File: config.mk
export PLATFORM = sky130hd
export DESIGN_NAME = pipe_skid_reg
export DESIGN_NICKNAME = d
export VERILOG_FILES = /design/src/rtl/pipe_skid_reg_pkg.sv /design/src/rtl/pipe_skid_reg.sv
export SDC_FILE = /design/constraint.sdc
export NUM_CORES = 1
export LEC_CHECK = 0
export CORE_MARGIN = 3
export CORE_UTILIZATION = 30
export DETAILED_ROUTE_END_ITERATION = 10
export PLACE_DENSITY_LB_ADDON = 0.15
export SKIP_CTS_REPAIR_TIMING = 1
export SLEW_MARGIN = 20
export SYNTH_ARGS = -nofsm -noshare
export SYNTH_HDL_FRONTEND = slang
export SYNTH_SLANG_ARGS = --single-unit
File: constraint.sdc
create_clock -name clk -period 2 [get_ports clk]
set_input_delay 0.2 -clock clk [delete_from_list [all_inputs] [get_ports clk]]
set_output_delay 0.2 -clock clk [all_outputs]
set_load 0.01 [all_outputs]
File: src/rtl/pipe_skid_reg_pkg.sv
// Shared types for the inter-stage pipeline registers: stage payload structs,
// their widths and the all-zero NOP bubbles that a clearing flush produces.
package pipe_skid_reg_pkg;

  localparam int unsigned XLEN     = 32;
  localparam int unsigned REG_AW   = 5;
  localparam int unsigned ALU_OP_W = 4;
  localparam int unsigned OCC_W    = 2;

  // LSU_NONE must stay at zero so that a zeroed payload is a legal bubble
  typedef enum logic [1:0] {
    LSU_NONE  = 2'd0,
    LSU_LOAD  = 2'd1,
    LSU_STORE = 2'd2
  } lsu_op_e;

  typedef struct packed {
    logic [XLEN-1:0] pc;
    logic [XLEN-1:0] instr;
  } if_id_pkt_t;

  typedef struct packed {
    logic [XLEN-1:0]     pc;
    logic [XLEN-1:0]     rs1_val;
    logic [XLEN-1:0]     rs2_val;
    logic [XLEN-1:0]     imm;
    logic [REG_AW-1:0]   rd;
    logic [ALU_OP_W-1:0] alu_op;
    lsu_op_e             lsu_op;
    logic                reg_we;
  } id_ex_pkt_t;

  typedef struct packed {
    logic [XLEN-1:0]   alu_res;
    logic [XLEN-1:0]   store_data;
    logic [REG_AW-1:0] rd;
    lsu_op_e           lsu_op;
    logic              reg_we;
  } ex_mem_pkt_t;

  typedef struct packed {
    logic [XLEN-1:0]   wb_data;
    logic [REG_AW-1:0] rd;
    logic              reg_we;
  } mem_wb_pkt_t;

  localparam int unsigned IF_ID_PKT_W  = $bits(if_id_pkt_t);
  localparam int unsigned ID_EX_PKT_W  = $bits(id_ex_pkt_t);
  localparam int unsigned EX_MEM_PKT_W = $bits(ex_mem_pkt_t);
  localparam int unsigned MEM_WB_PKT_W = $bits(mem_wb_pkt_t);

  localparam if_id_pkt_t  IF_ID_NOP  = '0;
  localparam id_ex_pkt_t  ID_EX_NOP  = '0;
  localparam ex_mem_pkt_t EX_MEM_NOP = '0;
  localparam mem_wb_pkt_t MEM_WB_NOP = '0;

endpackage

File: src/rtl/pipe_skid_reg.sv
// Generic valid/ready pipeline-stage register with optional two-entry skid
// buffer (registered in_ready_o) and a flush that injects a bubble.
module pipe_skid_reg
  import pipe_skid_reg_pkg::*;
#(
  parameter int unsigned DATA_W         = 64,
  parameter int unsigned SKID           = 1,
  parameter int unsigned CLEAR_ON_FLUSH = 1
) (
  input  logic              clk,
  input  logic              rst_n,
  input  logic              flush_i,
  input  logic              in_valid_i,
  output logic              in_ready_o,
  input  logic [DATA_W-1:0] in_data_i,
  output logic              out_valid_o,
  input  logic              out_ready_i,
  output logic [DATA_W-1:0] out_data_o,
  output logic [OCC_W-1:0]  occ_o
);

  logic in_fire;
  logic out_fire;

  assign in_fire  = in_valid_i & in_ready_o;
  assign out_fire = out_valid_o & out_ready_i;

  if (SKID != 0) begin : g_skid

    typedef enum logic [1:0] {
      ST_EMPTY = 2'd0,
      ST_BUSY  = 2'd1,
      ST_FULL  = 2'd2
    } state_e;

    state_e             state_q, state_d;
    logic [DATA_W-1:0]  main_q, main_d;
    logic [DATA_W-1:0]  skid_q, skid_d;
    logic               valid_q, valid_d;
    logic               ready_q, ready_d;
    logic [OCC_W-1:0]   occ_q, occ_d;

    // Next state and payload movement; flush overrides every handshake
    always_comb begin
      state_d = state_q;
      main_d  = main_q;
      skid_d  = skid_q;
      if (flush_i) begin
        state_d = ST_EMPTY;
        if (CLEAR_ON_FLUSH != 0) begin
          main_d = '0;
          skid_d = '0;
        end
      end else begin
        unique case (state_q)
          ST_EMPTY: begin
            if (in_fire) begin
              main_d  = in_data_i;
              state_d = ST_BUSY;
            end
          end
          ST_BUSY: begin
            if (in_fire && out_fire) begin
              main_d = in_data_i;
            end else if (in_fire) begin
              skid_d  = in_data_i;
              state_d = ST_FULL;
            end else if (out_fire) begin
              state_d = ST_EMPTY;
            end
          end
          ST_FULL: begin
            if (out_fire) begin
              main_d  = skid_q;
              state_d = ST_BUSY;
            end
          end
          default: state_d = ST_EMPTY;
        endcase
      end
    end

    // Handshake outputs decoded from the next state so they leave flops
    always_comb begin
      valid_d = (state_d != ST_EMPTY);
      ready_d = (state_d != ST_FULL);
      unique case (state_d)
        ST_BUSY: occ_d = OCC_W'(1);
        ST_FULL: occ_d = OCC_W'(2);
        default: occ_d = OCC_W'(0);
      endcase
    end

    always_ff @(posedge clk or negedge rst_n) begin
      if (!rst_n) begin
        state_q <= ST_EMPTY;
        main_q  <= '0;
        skid_q  <= '0;
        valid_q <= 1'b0;
        ready_q <= 1'b1;
        occ_q   <= '0;
      end else begin
        state_q <= state_d;
        main_q  <= main_d;
        skid_q  <= skid_d;
        valid_q <= valid_d;
        ready_q <= ready_d;
        occ_q   <= occ_d;
      end
    end

    assign in_ready_o  = ready_q;
    assign out_valid_o = valid_q;
    assign out_data_o  = main_q;
    assign occ_o       = occ_q;

  end else begin : g_pass

    logic              valid_q, valid_d;
    logic [DATA_W-1:0] main_q, main_d;

    // Single register: ready passes straight through from downstream
    always_comb begin
      valid_d = valid_q;
      main_d  = main_q;
      if (flush_i) begin
        valid_d = 1'b0;
        if (CLEAR_ON_FLUSH != 0) begin
          main_d = '0;
        end
      end else if (in_fire) begin
        valid_d = 1'b1;
        main_d  = in_data_i;
      end else if (out_fire) begin
        valid_d = 1'b0;
      end
    end

    always_ff @(posedge clk or negedge rst_n) begin
      if (!rst_n) begin
        valid_q <= 1'b0;
        main_q  <= '0;
      end else begin
        valid_q <= valid_d;
        main_q  <= main_d;
      end
    end

    assign in_ready_o  = ~valid_q | out_ready_i;
    assign out_valid_o = valid_q;
    assign out_data_o  = main_q;
    assign occ_o       = {1'b0, valid_q};

  end

endmodule

==> tab_implementation.tex, run 1 <==
\begin{tabular}{lr}
\hline
Metric & Value \\
\hline
\multicolumn{2}{l}{\textbf{Detailed routing}} \\
Routed len/inst & about 18 um \\
Antenna viol nets, final & 0 \\
DRC violations left & 0 \\
Initial drt markers & 229 \\
Total wirelength of the detailed-routed design & roughly 18,000 um \\
Via density & $\sim$5 \\
Total via count in the routed design & around 5,100 \\
Number of optimization iterations in the first detailed-route pass & 4 \\
\multicolumn{2}{l}{\textbf{Critical path}} \\
Req. time, crit path & 2.26 ns \\
Worst setup EP type & register \\
Data arrival time of the critical path & roughly 2.1 ns \\
CP Launch Type & register \\
Source of the worst register-to-register timing path & g\_skid.state\_q[0]\$\_DFF\_PN0\_ \\
Critical Path Max Stage Delay & approximately 0.42 ns \\
WP buf/inv & 2 \\
Family with the most delay on the worst path & flip-flops \\
Slowest cell on the critical path & dfrtp\_1 \\
Number of cells on the worst reg-to-reg path & 7 \\
Peak fanout along the critical path & 32 \\
Worst Setup Path Type & reg2reg \\
End of the worst register-to-register path & out\_data\_o[50]\$\_DFFE\_PN0P\_ \\
Sequence of cells on the critical path & inv\_1 -> ha\_2 -> nor2\_1 -> a21oi\_4 -> and2\_4 -> buf\_12 -> a211oi\_2 \\
Register-to-register setup slack & around 0.13 ns \\
\multicolumn{2}{l}{\textbf{Worst hold path}} \\
Worst min-delay path endpoint & occ\_o[0]\$\_DFF\_PN0\_ \\
Class of the worst hold path & in2reg \\
Beginning of the worst hold path & flush\_i \\
WHS Path Cells & 3 \\
\multicolumn{2}{l}{\textbf{Clocking}} \\
Clock edge transition at the registers on the reported setup and hold paths & 0.06 ns \\
Total CTS buffers & 17 \\
Clock tree buffer depth & 2 \\
CTS tree & built \\
H-tree levels & 4 \\
Sinks on the clock net & 134 \\
Buffer type at the clock tree root & clkbuf\_16 \\
Worst skew pair latency & about 0.42 ns \\
\multicolumn{2}{l}{\textbf{Layout}} \\
Number of fill cells in the layout & $\sim$2,000 \\
Sequential cell area & $\sim$0.0034 mm\^{}2 \\
Layout cells sized above 1 & approximately 15\% \\
Layout area overhead & 36.3\% \\
Fin nets & $\sim$800 \\
Area of the multi-input gates & 0.00273 mm\^{}2 \\
Number of antenna cells inserted & 0 \\
\multicolumn{2}{l}{\textbf{Synthesis}} \\
Count of distinct cell types in the synthesized netlist & 32 \\
Area share of the largest cell type after synthesis & between 50\% and 60\% \\
Instance count of the mapped netlist & 607 \\
Fraction of registers with async set or reset after synthesis & 100\% \\
Average footprint of a synthesized cell & approximately 11 um\^{}2 \\
Most frequent cell after synthesis & dfrtp\_1 \\
Cell type with the largest total area after synthesis & dfrtp\_1 \\
Most instantiated cells after synthesis & 133 x dfrtp\_1, 130 x nand2\_1, 128 x a21oi\_1 \\
Synthesis-stage register bit count & around 130 \\
Synthesis Warnings & 0 \\
Largest cells by area after synthesis & dfrtp\_1 52\%, a21oi\_1 9.9\%, mux2i\_1 9.9\%, a211oi\_2 8.3\%, nand2\_1 7.6\% \\
Net count of the mapped netlist & 680 \\
Mapped Area & around 0.0064 mm\^{}2 \\
Number of synthesized flops with an enable pin & 0 \\
Synth Flop Type & dfrtp\_1 \\
Post-synthesis sequential area ratio & between 50\% and 60\% \\
\multicolumn{2}{l}{\textbf{Floorplanning}} \\
Full die area & between 0.02 and 0.025 mm\^{}2 \\
Height of the chip & 153 um \\
Die W & about 150 um \\
Starting density of the core & a little under a third \\
Core Rows & 53 \\
Count of boundary I/O pins & roughly 140 \\
Core Footprint & about 0.021 mm\^{}2 \\
\multicolumn{2}{l}{\textbf{STA}} \\
Final count of negative-setup-slack endpoints & 0 \\
Maximum achievable frequency & about 530 MHz \\
RSZ-0062 raised after global routing & no \\
Time the final worst path needs with I/O delays and setup & 1.87 ns \\
Final hold violation count & 0 \\
Final count of pins violating max slew & 0 \\
Post-Route Setup TNS & 0 ns \\
Slew headroom & between 50\% and 60\% \\
Part of the cycle the worst path needs & between 90 and 100\% \\
Worst-margin pin slew & slightly above 0.7 ns \\
Clk\_skew & around 0.016 ns \\
\multicolumn{2}{l}{\textbf{Global route}} \\
Number of antenna violations at the first check in global routing & 0 \\
Overflow after GRT & 0 \\
Global-route wire length before repair & between 20,000 and 30,000 um \\
GRT Overall Usage & between 10\% and 20\% \\
Via count of the first global-routing pass & 5,170 \\
Maximum number of pins on one net before global-route repair & between 100 and 150 \\
\multicolumn{2}{l}{\textbf{Placed design}} \\
Final HPWL from detailed placement & $\sim$11,000 um \\
Count of buffers inserted at the top-level ports & around 140 \\
Weighted congestion reported at the end of routability-driven placement & roughly 0.77 \\
\multicolumn{2}{l}{\textbf{Pwr}} \\
Peak supply drop & approximately 0.54 mV \\
Total power draw & between 9 and 10 mW \\
Power density normalized to cell area & around 1100 mW/mm\^{}2 \\
Static power due to leakage & 3.39 nW \\
\multicolumn{2}{l}{\textbf{Status}} \\
Outcome & completed \\
\multicolumn{2}{l}{\textbf{Flow run}} \\
Number of max-cap violations & 0 \\
\hline
\end{tabular}
## where the power goes
part	switching [mW]	total, mW	internal, mW
combinational	1.51	2.92	1.40
clock	1.21	3.26	2.06
sequential	0.265	3.37	3.11
total	2.98	9.55	6.57
## per-stage QoR
stage          util, %  worst slack [ns]  cells  hold slack, ns  cell area, um^2
2_1_floorplan        -             0.404    607         -0.0956             6450
3_3_place_gp      38.6            0.0650    985           0.188             8150
3_5_place_dp      38.6            0.0329    985           0.192             8150
4_1_cts           41.5            0.0551   1016          -0.255             8760
5_1_grt           41.7            0.0347   1018           0.104             8790
6_report          41.7             0.130   1018           0.103             8790
## metal layers
layer,global-route usage [%],share of wire [%],up-vias
met4,4.50,0.95,0
met1,20.6,46,2543
met5,0,0,-
li1,-,-,2393
met3,4.29,4.4,13
met2,25.0,48,103
## state kept, by name, indices dropped and copies added, names as in the netlist
register	cells
in_ready_o	1
out_data_o	64
g_skid.state_q	2
occ_o	2
out_valid_o	1
g_skid.skid_q	64
## how the worst max path moves through the flow
stage | slack, ns | to | startpoint | depth (start not counted)
floorplan | 0.40 | out_data_o[20]$_DFFE_PN0P_ | g_skid.state_q[0]$_DFF_PN0_ | 8
global placement | 0.06 | out_data_o[16]$_DFFE_PN0P_ | in_valid_i | 6
detailed placement | 0.03 | out_data_o[58]$_DFFE_PN0P_ | in_valid_i | 6
CTS | 0.06 | out_data_o[50]$_DFFE_PN0P_ | g_skid.state_q[1]$_DFF_PN0_ | 6
global route | 0.03 | out_data_o[26]$_DFFE_PN0P_ | g_skid.state_q[0]$_DFF_PN0_ | 7
finish | 0.13 | out_data_o[50]$_DFFE_PN0P_ | g_skid.state_q[0]$_DFF_PN0_ | 7
## cell usage in the layout (no fill, tap or decap), types with 4 or more instances in the layout
master / instances
clkdlybuf4s50_1: 134
a211oi_1: 21
nor2_1: 4
nand2_1: 130
a21oi_1: 128
buf_12: 15
dfrtp_1: 132
buf_4: 7
mux2i_1: 64
a211oi_2: 43
clkbuf_16: 17
## kinds of logic after synthesis
kind of cell    Yosys count  synth area share [%]
fa+ha+maj                 5                 0.931
mux                      64                  9.93
compound gates          199                  21.8
buf+inv                  57                  6.09
flops                   134                  52.0
simple gates            147                  9.06
xor+xnor                  1                 0.136
## worst reg2reg max path, stage by stage (launching register included)
cell	delay, ns
dfrtp_1	0.42
inv_1	0.11
ha_2	0.33
nor2_1	0.06
a21oi_4	0.21
and2_4	0.22
buf_12	0.25
a211oi_2	0.12
## layout make-up
class / instances / share of cell area (%)
clock buffer: 20 / 5.31
clock inverter: 11 / 1.69
inverter: 2 / 0.0854
multi-input combinational: 416 / 31.0
sequential: 134 / 38.2
tap: 275 / 3.91
timing repair buffer: 160 / 19.8
No activity file was read; power rests on OpenSTA's default activity.
==> run 2, diff against run 1 <==
- CTS_CLUSTER_SIZE: not set -> 14
- GPL_ROUTABILITY_DRIVEN: not set -> 1
==> results of run 2 <==
Same layout as run 1: the final DEF is identical, and so are final timing and power.
==> run 3, diff against run 2 <==
- PLACE_DENSITY: not set -> 0.57
- PLACE_DENSITY_LB_ADDON: 0.15 -> not set
- RECOVER_POWER: not set -> 100
- clock period: 2 -> 1.7 ns (I/O delays scaled with it)
==> tab_implementation.tex, run 3 (synthesis results as in run 1) <==
\begin{tabular}{lr}
\hline
Metric & Value \\
\hline
\multicolumn{2}{l}{\textbf{STA}} \\
Slew headroom & 13.9\% (-39 points) \\
Worst-margin pin slew & 1.29 ns (+0.580 ns) \\
Part of the cycle the worst path needs & 99.2\% (+5.7 points) \\
Final hold slack & 0.0904 ns (-0.0122 ns) \\
Final count of negative-setup-slack endpoints & 0 (unchanged) \\
Time the final worst path needs with I/O delays and setup & 1.69 ns (-0.184 ns) \\
Final count of pins violating max slew & 0 (unchanged) \\
RSZ-0062 raised after global routing & yes \\
Min setup slack post-route & 0.0143 ns (-0.116 ns) \\
Clk\_skew & 0.0127 ns (-0.00377 ns) \\
Post-Route Setup TNS & 0 ns (unchanged) \\
Final hold violation count & 0 (unchanged) \\
Maximum achievable frequency & 593 MHz (+11\%) \\
\multicolumn{2}{l}{\textbf{Detailed routing}} \\
DRC violations left & 0 (unchanged) \\
M1 WL & 9050 um (+7.6\%) \\
Initial drt markers & 396 (+73\%) \\
Total length of routed met2 wires & 9530 um (+9.4\%) \\
Number of optimization iterations in the first detailed-route pass & 6 (+2) \\
Top routing layer in use & met4 \\
Routed length on met3 & 886 um (+11\%) \\
Via density & 4.97 (+0.20\%) \\
Antenna viol nets, final & 0 (unchanged) \\
Total via count in the routed design & 5,216 (+3.2\%) \\
Total wirelength of the detailed-routed design & 19,700 um (+8.7\%) \\
Routed len/inst & 18.7 um (+5.5\%) \\
\multicolumn{2}{l}{\textbf{Floorplanning}} \\
Full die area & 0.0233 mm\^{}2 (unchanged) \\
Die W & 153 um (unchanged) \\
Count of boundary I/O pins & 137 (unchanged) \\
Height of the chip & 153 um (unchanged) \\
Core Footprint & 0.0211 mm\^{}2 (unchanged) \\
Starting density of the core & 30.6\% (unchanged) \\
Core Rows & 53 (unchanged) \\
\multicolumn{2}{l}{\textbf{Pwr}} \\
Power density normalized to cell area & 1280 mW/mm\^{}2 (+18\%) \\
Clk network pwr share & 34.0\% (-0.2 points) \\
Peak supply drop & 0.721 mV (+32\%) \\
Combinational fraction of design power & 33.0\% (+2.5 points) \\
Sequential share of power & 33.1\% (-2.2 points) \\
Internal portion of total power & 8.10 mW (+23\%) \\
Reported net switching power & 3.84 mW (+29\%) \\
Static power due to leakage & 3.78 nW (+12\%) \\
Switching portion of total power & 32.1\% (+0.90 points) \\
\multicolumn{2}{l}{\textbf{Layout}} \\
Non-Filler Cell Area, Final & 0.00932 mm\^{}2 (+6.1\%) \\
Fin nets & 834 (+3.7\%) \\
Leading cell type in the layout, fill and taps excluded & dfrtp\_1 \\
Leading cell types in the layout, fill and taps excluded & 133 x dfrtp\_1, 128 x nand2\_1, 119 x a21oi\_1 \\
Layout cells sized above 1 & 20.7\% (+5.6 points) \\
Layout area overhead & 44.5\% \\
Number of fill cells in the layout & 1,993 (-1.9\%) \\
Number of antenna cells inserted & 0 (unchanged) \\
Filler-free cell count of the finished design & 1,049 (+3.0\%) \\
\multicolumn{2}{l}{\textbf{Clocking}} \\
H-tree levels & 4 (unchanged) \\
CTS tree & built \\
Total CTS buffers & 17 (unchanged) \\
Clock edge transition at the registers on the reported setup and hold paths & 0.07 ns (about the same) \\
Buffer type at the clock tree root & clkbuf\_16 \\
Sinks on the clock net & 134 (unchanged) \\
Clock tree buffer depth & 2 (unchanged) \\
Worst skew pair latency & 0.43 ns (about the same) \\
\multicolumn{2}{l}{\textbf{Worst hold path}} \\
Class of the worst hold path & in2reg \\
\multicolumn{2}{l}{\textbf{Critical path}} \\
Worst Setup Path Type & reg2reg \\
Critical Path Max Stage Delay & 0.38 ns (-0.04 ns) \\
CP Launch Type & register \\
Data arrival time of the critical path & 2.02 ns (-0.11 ns) \\
Sequence of cells on the critical path & inv\_2 -> ha\_4 -> nor2\_2 -> a21oi\_4 -> and2\_4 -> buf\_12 -> clkbuf\_16 -> a211oi\_1 \\
Slowest cell on the critical path & dfrtp\_1 \\
Family with the most delay on the worst path & buffers and inverters \\
WP buf/inv & 3 (+1) \\
Worst setup EP type & register \\
Req. time, crit path & 2.03 ns (-0.23 ns) \\
Register-to-register setup slack & 0.01 ns (-0.12 ns) \\
Peak fanout along the critical path & 6 (-81\%) \\
\multicolumn{2}{l}{\textbf{Global route}} \\
Via count of the first global-routing pass & 5,168 (-0.039\%) \\
GRT Overall Usage & 15.4\% (-0.17 points) \\
Number of antenna violations at the first check in global routing & 0 (unchanged) \\
Overflow after GRT & 0 (unchanged) \\
Maximum number of pins on one net before global-route repair & 71 (-45\%) \\
Global-route wire length before repair & 28,900 um (-0.52\%) \\
\multicolumn{2}{l}{\textbf{Placed design}} \\
Weighted congestion reported at the end of routability-driven placement & 0.738 (-3.8\%) \\
Count of buffers inserted at the top-level ports & 136 (unchanged) \\
Pre-CTS setup slack & -0.225 ns (-0.258 ns) \\
Final HPWL from detailed placement & 11,100 um (-1.1\%) \\
Cell total after placement & 995 (+1.0\%) \\
Post-detailed-placement cell area & 0.00823 mm\^{}2 (+1.1\%) \\
\multicolumn{2}{l}{\textbf{Flow run}} \\
Number of max-cap violations & 0 (unchanged) \\
\multicolumn{2}{l}{\textbf{Status}} \\
Outcome & completed \\
\hline
\end{tabular}
## run 3: changes by cell type in the layout (fill, tap and decap cells not counted), sizes merged
cell           previous run  this run
buf                      25        44
inv                       3        10
clkdlybuf4s50           134        67
clkdlybuf4s25             0         1
bufinv                    3         4
clkinv                    4         1
dlygate4sd3               1        67
clkbuf                   20        28
clkinvlp                  3         2
## run 3: metrics by stage
step / power, mW / util [%]
after CTS: 11.6 / 42.1
after floorplan: 5.93 / -
after global placement: 7.50 / 39.0
final: 11.9 / 44.2
after global routing: 12.5 / 44.2
after detailed placement: 7.53 / 39.0
## run 3: path summary, 6_finish.rpt
kind / start / endpoint / cells past startpoint
hold / removal: flush_i / occ_o[0]$_DFF_PN0_ / 3
setup / recovery: g_skid.state_q[0]$_DFF_PN0_ / out_data_o[35]$_DFFE_PN0P_ / 8
hold reg to reg: g_skid.skid_q[46]$_DFFE_PN0P_ / g_skid.skid_q[46]$_DFFE_PN0P_ / 2
setup reg to reg: g_skid.state_q[0]$_DFF_PN0_ / out_data_o[35]$_DFFE_PN0P_ / 8
min in group asynchronous: rst_n / g_skid.skid_q[36]$_DFFE_PN0P_ / 2
max in group asynchronous: rst_n / out_data_o[21]$_DFFE_PN0P_ / 3
## run 3: power groups by stage
| stage | clock network, mW | registers [mW] | logic, mW |
|---|---|---|---|
| floorplan | 0 | 4.12 | 1.81 |
| global placement | 0 | 4.03 | 3.47 |
| detailed placement | 0 | 4.02 | 3.52 |
| CTS | 4.12 | 3.97 | 3.52 |
| global route | 4.28 | 4.00 | 4.24 |
| finish | 4.06 | 3.95 | 3.94 |
## run 3: cell type report
type	instances	area (um^2)	area share, %
tap	275	344	3.69
clock inverter	15	210	2.25
sequential	134	3350	36.0
clock buffer	17	425	4.56
multi-input combinational	416	2820	30.3
inverter	2	7.51	0.0805
timing repair buffer	190	2160	23.2
## run 3: layer usage
layer,up-vias,track usage (%)
met2,135,24.7
li1,2453,-
met1,2609,20.4
met5,-,0
met3,19,4.43
met4,0,3.95
## run 3: tightest hold or removal path: stages
cell and delay (ns):
buf_4 0.11, or2_2 0.14, a2111oi_2 0.04
